**config.mk**
```make
export PLATFORM = sky130hd
export DESIGN_NAME = eb_fifo
export DESIGN_NICKNAME = d
export VERILOG_FILES = /design/src/rtl/eb_pkg.sv /design/src/rtl/eb_fifo_ctrl.sv /design/src/rtl/eb_fifo.sv
export SDC_FILE = /design/constraint.sdc
export NUM_CORES = 1
export LEC_CHECK = 0
export ABC_AREA = 0
export ABC_CLOCK_PERIOD_IN_PS = 1600
export CAP_MARGIN = 15
export CELL_PAD_IN_SITES_DETAIL_PLACEMENT = 0
export CELL_PAD_IN_SITES_GLOBAL_PLACEMENT = 1
export CORE_MARGIN = 2
export CORE_UTILIZATION = 33
export CTS_CLUSTER_SIZE = 10
export DETAILED_ROUTE_END_ITERATION = 12
export PLACE_DENSITY = 0.7
export SLEW_MARGIN = 20
export SYNTH_ARGS = -nofsm -noshare
export SYNTH_HDL_FRONTEND = slang
export SYNTH_SLANG_ARGS = --single-unit
```
**constraint.sdc**
```tcl
create_clock -name clk -period 1.6 [get_ports clk]
set_input_delay 0.24 -clock clk [delete_from_list [all_inputs] [get_ports clk]]
set_output_delay 0.24 -clock clk [all_outputs]
set_load 0.01 [all_outputs]
```
**src/rtl/eb_pkg.sv**
```systemverilog
// Shared constants and width helper for the elastic-buffer FIFO family.
package eb_pkg;

  localparam int EB_REG    = 0;
  localparam int EB_BYPASS = 1;

  // Ceiling log2 with a floor of 1, so a 1-bit pointer is still legal.
  function automatic int eb_clog2(input int n);
    int r;
    r = 0;
    while ((1 << r) < n) r++;
    return (r < 1) ? 1 : r;
  endfunction

endpackage

```
**src/rtl/eb_fifo_ctrl.sv**
```systemverilog
// Pointer, occupancy and full-flag control for eb_fifo; carries no payload.
module eb_fifo_ctrl
  import eb_pkg::*;
#(
  parameter  int DEPTH  = 2,
  parameter  int BYPASS = EB_REG,
  localparam int AW     = eb_clog2(DEPTH),
  localparam int CW     = eb_clog2(DEPTH + 1)
) (
  input  logic          clk,
  input  logic          reset_n,
  input  logic          t_0_valid,
  input  logic          i_0_ready,
  output logic          t_0_ready,
  output logic          i_0_valid,
  output logic          wr_en,
  output logic [AW-1:0] wr_ptr,
  output logic [AW-1:0] rd_ptr,
  output logic [CW-1:0] level,
  output logic          pass
);

  logic          full;
  logic          empty;
  logic          push;
  logic          pop;
  logic          thru;
  logic          rd_en;
  logic [CW-1:0] level_nxt;

  assign empty     = (level == '0);
  assign pass      = (BYPASS == EB_BYPASS) && empty;
  // Ready comes straight from a flop: no comb path from i_0_ready.
  assign t_0_ready = ~full;
  assign i_0_valid = pass ? t_0_valid : ~empty;

  assign push  = t_0_valid & t_0_ready;
  assign pop   = i_0_valid & i_0_ready;
  // A word that flows straight through never touches the array.
  assign thru  = pass & push & i_0_ready;
  assign wr_en = push & ~thru;
  assign rd_en = pop & ~empty;

  always_comb begin
    level_nxt = level;
    case ({wr_en, rd_en})
      2'b10:   level_nxt = level + CW'(1);
      2'b01:   level_nxt = level - CW'(1);
      default: level_nxt = level;
    endcase
  end

  always_ff @(posedge clk or negedge reset_n) begin
    if (!reset_n) begin
      wr_ptr <= '0;
      rd_ptr <= '0;
      level  <= '0;
      full   <= 1'b0;
    end else begin
      if (wr_en) wr_ptr <= (wr_ptr == AW'(DEPTH - 1)) ? '0 : wr_ptr + AW'(1);
      if (rd_en) rd_ptr <= (rd_ptr == AW'(DEPTH - 1)) ? '0 : rd_ptr + AW'(1);
      level <= level_nxt;
      full  <= (level_nxt == CW'(DEPTH));
    end
  end

  a_level_max: assert property (@(posedge clk) disable iff (!reset_n)
    level <= CW'(DEPTH));
  a_full_sync: assert property (@(posedge clk) disable iff (!reset_n)
    full == (level == CW'(DEPTH)));

endmodule

```
**src/rtl/eb_fifo.sv**
```systemverilog
// Elastic-buffer FIFO: registered-output or bypass mode around a small array.
module eb_fifo
  import eb_pkg::*;
#(
  parameter  int WIDTH  = 8,
  parameter  int DEPTH  = 2,
  parameter  int BYPASS = EB_REG,
  localparam int AW     = eb_clog2(DEPTH),
  localparam int CW     = eb_clog2(DEPTH + 1)
) (
  input  logic             clk,
  input  logic             reset_n,
  input  logic [WIDTH-1:0] t_0_data,
  input  logic             t_0_valid,
  output logic             t_0_ready,
  output logic [WIDTH-1:0] i_0_data,
  output logic             i_0_valid,
  input  logic             i_0_ready,
  output logic [CW-1:0]    level
);

  logic             wr_en;
  logic             pass;
  logic [AW-1:0]    wr_ptr;
  logic [AW-1:0]    rd_ptr;
  logic [WIDTH-1:0] mem [DEPTH];

  eb_fifo_ctrl #(
    .DEPTH  (DEPTH),
    .BYPASS (BYPASS)
  ) u_ctrl (
    .clk       (clk),
    .reset_n   (reset_n),
    .t_0_valid (t_0_valid),
    .i_0_ready (i_0_ready),
    .t_0_ready (t_0_ready),
    .i_0_valid (i_0_valid),
    .wr_en     (wr_en),
    .wr_ptr    (wr_ptr),
    .rd_ptr    (rd_ptr),
    .level     (level),
    .pass      (pass)
  );

  // Storage is intentionally unreset; occupancy alone qualifies it.
  always_ff @(posedge clk) begin
    if (wr_en) mem[wr_ptr] <= t_0_data;
  end

  assign i_0_data = pass ? t_0_data : mem[rd_ptr];

endmodule

```
==> metrics.md <==
| Metric | Value |
|---|---|
| Chip height | `approximately 54 µm` |
| Final Util | `47.6%` |
| Initial drt markers | `8` |
| Hold buffers post-CTS | `0` |
| Power Total | `0.00192 W` |
| Synthesis-stage register bit count | `21` |
| Clock root buffer | `clkbuf_4` |
| Flop pwr share | `42.1%` |
| Overflow after GRT | `0` |
| Synth warn | `0` |
| Outcome | `finished clean` |
| Clock share of power | `12.8%` |
| Worst path cell trace | `inv_1 > clkdlybuf4s50_1` |
| Syn_area_per_cell | `17.5 µm²` |
| Comb power frac | `about 45%` |
| N_diodes | `0` |
| Setup Total Neg Slack | `0 ps` |
| Leading area contributor after synthesis | `edfxtp_1` |
| Synthesized area | `822 µm²` |
| Highest Clock Rate | `658 MHz` |
| Req. time, crit path | `about 1400 ps` |
| CP Class | `reg2out` |
| Post-route DRC | `0` |
| DIE AREA | `about 2900 µm²` |
| First-pass GRT wire length | `2160 µm` |
| Routed wire length | `between 1000 and 1500 µm` |
| Synth cell types | `15` |
| Clk slew on worst S/H paths | `110 ps` |
| R2R Setup Slk | `100 ps` |
| Final period utilization | `approximately 95%` |
| H-Tree Depth | `1` |
| Average wire per standard cell | `12.6 µm` |
| Leak | `0.457 nW` |
| Max-Cap Viols | `0` |
| Clock Skews | `3.45 ps` |
| PortBufs | `23` |
| Worst slew margin | `~76%` |
| Worst skew pair latency | `290 ps` |
| Slew @ Worst Pin | `367 ps` |
| # rows | `18` |
| Max clock buf depth | `2` |
| VDD IR max | `0.945 mV` |
| Drt first pass iters | `4` |
| Worst hold path class | `in2async` |
| Share of cells above drive strength 1 | `38.8%` |
| CTS tree | `done` |
| Post-Syn Nets | `60` |
| Die width | `roughly 54 µm` |
| Vias in the first global route | `about 500` |
| Critical path's slowest cell | `clkdlybuf4s50_1` |
| Min Clock Period, post-route | `~1500 ps` |
| R2r endpoint | `u_ctrl.full$_DFF_PN0_` |
| Internal Power | `0.00134 W` |
| Power per cell area | `1680 nW/µm²` |
| Num CTS Buffers | `3` |
| Initial antenna violation count | `0` |
| Antenna Violating Nets Remaining | `0` |
| Core area | `2410 µm²` |
| Net Switching | `0.000582 W` |
| Crit Path Max Fanout | `3` |
| Total Nets Final | `94` |
| Sw frac | `30.3%` |
| Gate Count Post-Synth | `between 40 and 50` |
| Layout area overhead | `39.4%` |
| Final Max Tran Viols | `0` |
| Vias post-DR | `about 470` |
| Initial core utilization | `roughly 34%` |
| Reg2reg path depth | `5` |
| Worst EP arrival | `1280 ps` |
| RSZ-0062 raised after global routing | `no` |
| Worst path max stage delay | `540 ps` |
| Total GRT Usage | `10.6%` |
| Vias per cell | `4.23` |
| Startpoint Class | `flop` |
| GP Congestion | `0.645` |
| Crit path capture type | `output port` |
| Setup violations, final | `0` |
| Final hold vios | `0` |
| Register area share after synthesis | `between 70% and 80%` |
| Clock sink count | `21` |
| # IOs | `24` |
| Ranking of synthesized cells by area | `edfxtp_1 (58%), dfrtp_1 (15%), mux2_2 (11%), xnor2_1 (3.2%), xor2_1 (3.2%)` |
| Pin count of the biggest net entering global routing | `12` |
| Top cell type's share of synthesized area | `58.4%` |
| Worst R2R Start | `u_ctrl.level[0]$_DFF_PN0_` |
==> how the worst max path moves through the flow <==
stage,startpoint,end,slack (ps),cells past startpoint
after global placement,u_ctrl.rd_ptr$_DFFE_PN0P_,i_0_data[1],-50,2
after CTS,u_ctrl.rd_ptr$_DFFE_PN0P_,i_0_data[6],-8,3
after global routing,u_ctrl.full$_DFF_PN0_,t_0_ready,10,2
final,u_ctrl.full$_DFF_PN0_,t_0_ready,80,2
after floorplan,u_ctrl.level[0]$_DFF_PN0_,u_ctrl.full$_DFF_PN0_,3,5
after detailed placement,u_ctrl.rd_ptr$_DFFE_PN0P_,i_0_data[0],-50,2
==> final cells by class <==
| type | instances | area, µm² |
|---|---|---|
| Fill cell | 220 | 1260 |
| Inverter | 1 | 3.75 |
| Timing Repair Buffer | 30 | 250 |
| Multi-Input combinational cell | 24 | 220 |
| Tap cell | 30 | 37.5 |
| Clock buffer | 4 | 26.3 |
| Sequential cell | 21 | 608 |
==> cells in the final DEF, fill, tap and decap left out, types with 2 or more instances in the layout <==
cell and count:
dlymetal6s2s_1 2, clkbuf_4 3, edfxtp_1 16, xor2_1 3, dfrtp_1 3, nor2_1 2
mux2_2 8, clkdlybuf4s50_1 12, buf_4 6, dfrtp_2 2, clkbuf_2 8, nand2_1 2
xnor2_1 3
==> worst max-delay path: cells and delay by family, from the launching register on <==
kind,cells,cell delay (ps)
DFF,1,370
buffers and inverters,2,620
==> layer usage <==
layer  vias up  part of all wire, %  track usage [%]
met1       215                   43             12.5
met4         0                    0             2.56
met2        16                   50             18.3
li1        234                    -                -
met5         -                    0                0
met3         0                  7.7             3.61
==> per-stage QoR <==
step	setup slack [ps]	instance area, µm²	hold WS, ps	std cells
after global routing	11.4	1150	164	110
after CTS	-7.62	1180	166	110
after floorplan	2.97	823	-55.6	47
after detailed placement	-45.8	1120	488	104
final	80.9	1150	160	110
after global placement	-46.3	1120	478	104
==> power groups by stage <==
stage | clock network (W) | logic, W | registers (W)
final | 0.000245 | 0.000869 | 0.000809
after global routing | 0.000278 | 0.000954 | 0.000824
after CTS | 0.000249 | 0.000939 | 0.000810
after detailed placement | 0 | 0.000870 | 0.000853
after global placement | 0 | 0.000861 | 0.000848
after floorplan | 0 | 0.000451 | 0.000840
==> registers in the layout, indices dropped and copies added (netlist names) <==
name and count:
u_ctrl.full 1, u_ctrl.wr_ptr 1, u_ctrl.rd_ptr 1, mem 16
u_ctrl.level 2
==> Yosys cell counts, drive strengths merged <==
| library cell | count |
|---|---|
| edfxtp | 16 |
| mux2 | 8 |
| dfrtp | 5 |
| xnor2 | 3 |
| xor2 | 3 |
| nand2 | 2 |
| nor2 | 2 |
| and2 | 1 |
| and3 | 1 |
| buf | 1 |
| ha | 1 |
| inv | 1 |
| o22ai | 1 |
| or2 | 1 |
| or2b | 1 |
==> cells by family (layout without fill, tap and decap cells) <==
kind of cell / count (synthesis) / count (layout) / synth area share, %
compound gates: 1 / 1 / 0.762
xor+xnor: 6 / 6 / 6.39
fa+ha+maj: 1 / 1 / 1.52
buf+inv: 2 / 35 / 1.06
flops: 21 / 21 / 73.7
mux: 8 / 8 / 11.0
simple gates: 8 / 8 / 5.63
==> timing repair <==
item                                    4_1_cts  5_1_grt
resized for setup                            22       10
setup buffers                                 2        0
pin swaps                                     0        0
endpoints found under the setup margin       10       10
Note: power is estimated with default switching activity, not from simulation.
